--- src/rtl/rr_arb2_if.sv ---
// ============================================================================
//  Module   : rr_arb2_if
//  Purpose  : Request/done/grant bundle between two requesters and rr_arb2.
//  Revision : 1.0  initial release
// ============================================================================
`default_nettype none

interface rr_arb2_if;
    logic a_req_i;
    logic a_done_i;
    logic b_req_i;
    logic b_done_i;
    logic a_gnt_o;
    logic b_gnt_o;
    logic busy_o;
    logic timeout_o;

    // Arbiter side
    modport slave (
        input  a_req_i, a_done_i, b_req_i, b_done_i,
        output a_gnt_o, b_gnt_o, busy_o, timeout_o
    );

    // Requester side
    modport master (
        output a_req_i, a_done_i, b_req_i, b_done_i,
        input  a_gnt_o, b_gnt_o, busy_o, timeout_o
    );
endinterface

`default_nettype wire

--- src/rtl/rr_arb2.sv ---
// ============================================================================
//  Module   : rr_arb2
//  Purpose  : Two-requester round-robin arbiter with registered grants.
//             Define RR_ARB2_TIMEOUT_EN to force release after MAX_HOLD cycles.
//  Revision : 1.0  initial release
// ============================================================================
`default_nettype none

module rr_arb2 #(
    parameter int unsigned MAX_HOLD = 16
) (
    input  wire logic clk_i,
    input  wire logic rst_i,
    rr_arb2_if.slave  arb
);

    typedef enum logic [1:0] {
        ST_IDLE  = 2'd0,
        ST_GNT_A = 2'd1,
        ST_GNT_B = 2'd2
    } state_t;

    generate
        if ((MAX_HOLD < 2) || (MAX_HOLD > 256)) begin : g_bad_max_hold
            $error("rr_arb2: MAX_HOLD must be within 2..256");
        end
    endgenerate

    state_t state_q, state_d;
    logic   last_b_q, last_b_d;
    logic   a_gnt_q, a_gnt_d;
    logic   b_gnt_q, b_gnt_d;
    logic   busy_q, busy_d;
    logic   grant_entry;
    logic   release_w;
    logic   hold_expired;

    // Owner gives up the resource by pulsing done or dropping its request.
    always_comb begin
        release_w = 1'b0;
        case (state_q)
            ST_GNT_A: release_w = arb.a_done_i || !arb.a_req_i;
            ST_GNT_B: release_w = arb.b_done_i || !arb.b_req_i;
            default:  release_w = 1'b0;
        endcase
    end

    always_comb begin
        state_d     = state_q;
        last_b_d    = last_b_q;
        grant_entry = 1'b0;
        case (state_q)
            ST_IDLE: begin
                if (arb.a_req_i && (!arb.b_req_i || last_b_q)) begin
                    state_d     = ST_GNT_A;
                    last_b_d    = 1'b0;
                    grant_entry = 1'b1;
                end else if (arb.b_req_i) begin
                    state_d     = ST_GNT_B;
                    last_b_d    = 1'b1;
                    grant_entry = 1'b1;
                end
            end
            ST_GNT_A: begin
                if (release_w || hold_expired) begin
                    if (arb.b_req_i) begin
                        state_d     = ST_GNT_B;
                        last_b_d    = 1'b1;
                        grant_entry = 1'b1;
                    end else begin
                        state_d = ST_IDLE;
                    end
                end
            end
            ST_GNT_B: begin
                if (release_w || hold_expired) begin
                    if (arb.a_req_i) begin
                        state_d     = ST_GNT_A;
                        last_b_d    = 1'b0;
                        grant_entry = 1'b1;
                    end else begin
                        state_d = ST_IDLE;
                    end
                end
            end
            default: state_d = ST_IDLE;
        endcase
        a_gnt_d = (state_d == ST_GNT_A);
        b_gnt_d = (state_d == ST_GNT_B);
        busy_d  = a_gnt_d || b_gnt_d;
    end

    always_ff @(posedge clk_i) begin
        if (rst_i) begin
            state_q  <= ST_IDLE;
            last_b_q <= 1'b1;
            a_gnt_q  <= 1'b0;
            b_gnt_q  <= 1'b0;
            busy_q   <= 1'b0;
        end else begin
            state_q  <= state_d;
            last_b_q <= last_b_d;
            a_gnt_q  <= a_gnt_d;
            b_gnt_q  <= b_gnt_d;
            busy_q   <= busy_d;
        end
    end

`ifdef RR_ARB2_TIMEOUT_EN
    localparam int unsigned        CNT_W       = $clog2(MAX_HOLD) + 1;
    localparam logic [CNT_W-1:0]   C_HOLD_LAST = CNT_W'(MAX_HOLD - 1);

    logic [CNT_W-1:0] hold_cnt_q, hold_cnt_d;
    logic             timeout_q, timeout_d;

    // Tenure counter restarts on every new owner, including direct handoff.
    always_comb begin
        hold_cnt_d = '0;
        if (!grant_entry && (state_d != ST_IDLE)) begin
            hold_cnt_d = hold_cnt_q + CNT_W'(1);
        end
    end

    assign hold_expired = (hold_cnt_q == C_HOLD_LAST);

    // A voluntary release in the expiry cycle is not reported as a timeout.
    always_comb begin
        timeout_d = hold_expired && !release_w && (state_q != ST_IDLE);
    end

    always_ff @(posedge clk_i) begin
        if (rst_i) begin
            hold_cnt_q <= '0;
            timeout_q  <= 1'b0;
        end else begin
            hold_cnt_q <= hold_cnt_d;
            timeout_q  <= timeout_d;
        end
    end

    assign arb.timeout_o = timeout_q;
`else
    assign hold_expired  = 1'b0;
    assign arb.timeout_o = 1'b0;
`endif

    assign arb.a_gnt_o = a_gnt_q;
    assign arb.b_gnt_o = b_gnt_q;
    assign arb.busy_o  = busy_q;

endmodule

`default_nettype wire
--- src/flat_wrapper.sv ---
// flat-port wrapper written by rule: the top's interface ports become plain ports
module rr_arb2_flat 
#(
    parameter int unsigned MAX_HOLD = 16
)
  (clk_i, rst_i, arb_a_req_i, arb_a_done_i, arb_b_req_i, arb_b_done_i, arb_a_gnt_o, arb_b_gnt_o, arb_busy_o, arb_timeout_o);
  rr_arb2_if arb_i ();
  input  wire logic clk_i;
  input  wire logic rst_i;
  input wire logic [$bits(arb_i.a_req_i)-1:0] arb_a_req_i;
  input wire logic [$bits(arb_i.a_done_i)-1:0] arb_a_done_i;
  input wire logic [$bits(arb_i.b_req_i)-1:0] arb_b_req_i;
  input wire logic [$bits(arb_i.b_done_i)-1:0] arb_b_done_i;
  output wire logic [$bits(arb_i.a_gnt_o)-1:0] arb_a_gnt_o;
  output wire logic [$bits(arb_i.b_gnt_o)-1:0] arb_b_gnt_o;
  output wire logic [$bits(arb_i.busy_o)-1:0] arb_busy_o;
  output wire logic [$bits(arb_i.timeout_o)-1:0] arb_timeout_o;
  assign arb_i.a_req_i = arb_a_req_i;
  assign arb_i.a_done_i = arb_a_done_i;
  assign arb_i.b_req_i = arb_b_req_i;
  assign arb_i.b_done_i = arb_b_done_i;
  assign arb_a_gnt_o = arb_i.a_gnt_o;
  assign arb_b_gnt_o = arb_i.b_gnt_o;
  assign arb_busy_o = arb_i.busy_o;
  assign arb_timeout_o = arb_i.timeout_o;
  rr_arb2 #(.MAX_HOLD(MAX_HOLD)) u_core (.clk_i(clk_i), .rst_i(rst_i), .arb(arb_i));
endmodule
--- config.mk ---
export PLATFORM = sky130hd
export DESIGN_NAME = rr_arb2_flat
export DESIGN_NICKNAME = d
export VERILOG_FILES = /design/src/rtl/rr_arb2_if.sv /design/src/rtl/rr_arb2.sv /design/src/flat_wrapper.sv
export SDC_FILE = /design/constraint.sdc
export NUM_CORES = 1
export LEC_CHECK = 0
export CAP_MARGIN = 0
export CORE_AREA = 3 3 40 42
export CTS_BUF_LIST = sky130_fd_sc_hd__clkbuf_16
export CTS_CLUSTER_DIAMETER = 150
export DETAILED_ROUTE_END_ITERATION = 10
export DIE_AREA = 0 0 43 45
export HOLD_SLACK_MARGIN = 0.06
export SKIP_CTS_REPAIR_TIMING = 1
export SLEW_MARGIN = 20
export SYNTH_ARGS = -nofsm -noshare
export SYNTH_HDL_FRONTEND = slang
export SYNTH_SLANG_ARGS = --single-unit
--- constraint.sdc ---
create_clock -name clk_i -period 1.9 [get_ports clk_i]
set_input_delay 0.38 -clock clk_i [delete_from_list [all_inputs] [get_ports clk_i]]
set_output_delay 0.38 -clock clk_i [all_outputs]
set_load 0.02 [all_outputs]
==> flow_summary_export.csv <==
group,metric,value,unit
floorplan,die_h,45,um
pwr,p_per_area,1391,nW/um^2
clock_network,cts_sinks,6,
sta,finClkSkew,0.001823,ns
logic_synthesis,synthesis.area_per_instance,8.829,um^2
finish,drive_above_1_share,42.47,%
sta,fin_tns_setup,-0.005195,ns
clock_network,htreeDepth,1,
sta,hold_violations,0,
global_route,antenna_found_initial,0,
logic_synthesis,synthArstFlopShare,0,%
global_route,grt_pass1_vias,402,
worst_setup_path,crit_fanout,3,
worst_setup_path,cp.required,2.00,ns
logic_synthesis,netlist_top_cells_area,"dfxtp_1 26%, ha_1 19%, a221oi_2 9.6%",
logic_synthesis,synth_top_area_share,25.67,%
place,place_inst,83,
global_route,gr-usage-met3,7.171,%
pwr,internal-power,0.0007666,W
floorplan,ios,10,
place,gp_congestion,0.7063,
logic_synthesis,synth_commonest_cells,"7 x ha_1, 7 x nor2_1, 6 x dfxtp_1",
global_route,grt-busiest-layer,"met2",
clock_network,cts_made_buffers,3,
finish,diodes,0,
pwr,p_comb_share,52.8,%
finish,post-route-util,63.29,%
logic_synthesis,synth_area,467.9,um^2
finish,layout.nets,88,
clock_network,cts_root_buf,"clkbuf_16",
place,hpwl,736,um
place,io_buffer_count,8,
finish,final_cell_count_no_fill,88,
pwr,ir_drop,0.9982,mV
floorplan,design.core.area,1285,um^2
drt,wire_per_inst,13.43,um
worst_setup_path,cp.arrival,2.01,ns
global_route,grt_pass1_wl,1.628,mm
clock_network,clk_pin_slew,0.03,ns
floorplan,die_area,1935,um^2
sta,setup_ws,-0.005195,ns
pwr,power.share.sequential,17.7,%
worst_setup_path,crit_path_start_kind,"primary input",
global_route,gr-usage-met1,12.50,%
worst_setup_path,critPathCaptureType,"flip-flop",
job,drv_cap,0,
drt,via_count,447,
logic_synthesis,synth_nets,66,
global_route,overflow,0,
finish,area_growth,73.80,%
worst_setup_path,crit_type,"in2reg",
pwr,switching_share,32.22,%
sta,post-route-min-period,1.905,ns
logic_synthesis,synth_cells,53,
drt,avgViaCountPerCell,5.080,
pwr,pwr-share-clk,29.6,%
sta,timing.hold.ws,0.5454,ns
logic_synthesis,synth_seq_cells,6,
pwr,p_leak,0.3566,nW
drt,drc,0,
logic_synthesis,synth_edf_count,0,
floorplan,initial_core_util,36.42,%
clock_network,cts_tree,"built",
sta,drv_slew,0,
floorplan,rows,13,
global_route,grt_max_degree,8,
hold_path,hold_class,"reg2reg",
drt,drt_iter0_markers,11,
pwr,switching_power,0.0003644,W
global_route,track_usage,11.56,%
sta,finalCritPeriodShare,100.3,%
outcome,violations,"negative setup slack",
global_route,grt_util_met2,19.76,%
sta,report.final.setup_viol,1,
outcome,outcome,"complete, but fails checks",
logic_synthesis,yosysTopAreaCell,"dfxtp_1",
logic_synthesis,ys.flop_type,"dfxtp_1",
logic_synthesis,ys_warn_count,0,
drt,drt-pass1-iter-count,4,
sta,rsz0062_at_grt,"true",
sta,fmax,524.9,MHz
clock_network,clkLatencyLatePin,0.23,ns
logic_synthesis,synth.distinct_cells,22,
clock_network,cts_buffer_depth,2,
logic_synthesis,synth_seq_area_share,25.67,%
drt,drtAntennaViolNets,0,
drt,routed_wl,1.182,mm
floorplan,die_w,43,um
==> worst max-delay path, cell delays in order <==
cell,delay [ns]
clkdlybuf4s50_1,0.42
nand2b_2,0.24
a221oi_4,0.31
a221oi_2,0.12
or2_1,0.23
ha_1,0.19
nor2b_1,0.13
==> routing by layer <==
layer	wire (um)	part of all wire (%)
met1	519	44
met2	584	49
met3	61	5.2
met4	17	1.4
met5	0	0
==> logic make-up after synthesis <==
kind of cell / after synthesis / synth area share, %
AND/OR/NAND/NOR: 23 / 27.01
AO/OA/AOI/OAI: 11 / 21.66
adder cells (fa/ha/maj): 7 / 18.72
flip-flops: 6 / 25.67
buffers and inverters: 4 / 4.011
multiplexers: 1 / 2.139
other: 1 / 0.8014
==> metrics by stage <==
step	setup slack (ns)	power, W	instance area [um^2]
final	-0.005195	0.001131	813.3
after global routing	-0.06791	0.001202	813.3
after CTS	-0.1206	0.0009801	694.4
after detailed placement	-0.2055	0.0006321	619.3
after global placement	-0.1959	0.0006260	619.3
after floorplan	-0.03923	0.0004688	467.9
==> layout make-up <==
class / count / area [um^2]
Inverter: 3 / 13.76
Multi-Input combinational cell: 43 / 414.1
Fill cell: 111 / 471.7
Timing Repair Buffer: 18 / 168.9
Tap cell: 15 / 18.77
Clock buffer: 3 / 75.07
Sequential cell: 6 / 122.6
==> placed cells by master, fill, tap and decap left out <==
master           instances
clkdlybuf4s50_1          7
buf_4                    7
nor2_1                   6
ha_1                     4
dfxtp_1                  4
and2_4                   3
a221oi_4                 3
nor3_1                   3
nor2b_1                  3
clkbuf_16                3
buf_6                    3
o21ai_0                  2
or2_1                    2
a21oi_1                  2
ha_4                     2
dfxtp_2                  2
nand2b_4                 1
nand2b_2                 1
nor2_2                   1
nand2b_1                 1
o211a_1                  1
a221oi_2                 1
inv_2                    1
inv_4                    1
a21o_2                   1
and3_1                   1
o2bb2ai_1                1
nand3b_1                 1
inv_1                    1
mux2i_1                  1
ha_2                     1
conb_1                   1
dlymetal6s2s_1           1
==> flip-flops by register name (all words and copies together), names as in the netlist <==
name,count
u_core.arb.b_gnt_o,1
u_core.arb.a_gnt_o,1
u_core.state_q,2
u_core.last_b_q,1
u_core.arb.busy_o,1
==> power groups by stage <==
stage	sequential [W]	clock, W	combinational [W]
after floorplan	0.000228	0	0.000240
after global placement	0.000193	0	0.000433
after detailed placement	0.000193	0	0.000439
after CTS	0.000192	0.000339	0.000449
after global routing	0.000205	0.000352	0.000645
final	0.000200	0.000334	0.000597
==> final timing paths <==
check | startpoint | to | slack, ns | depth (start not counted)
hold / removal | u_core.last_b_q | u_core.last_b_q | 0.55 | 2
setup reg to reg | u_core.state_q[1] | u_core.arb.busy_o | 0.02 | 9
setup / recovery | arb_a_done_i | u_core.arb.a_gnt_o | -0.005 | 7
hold reg to reg | u_core.last_b_q | u_core.last_b_q | 0.55 | 2
No activity file was read; power rests on OpenSTA's default activity.
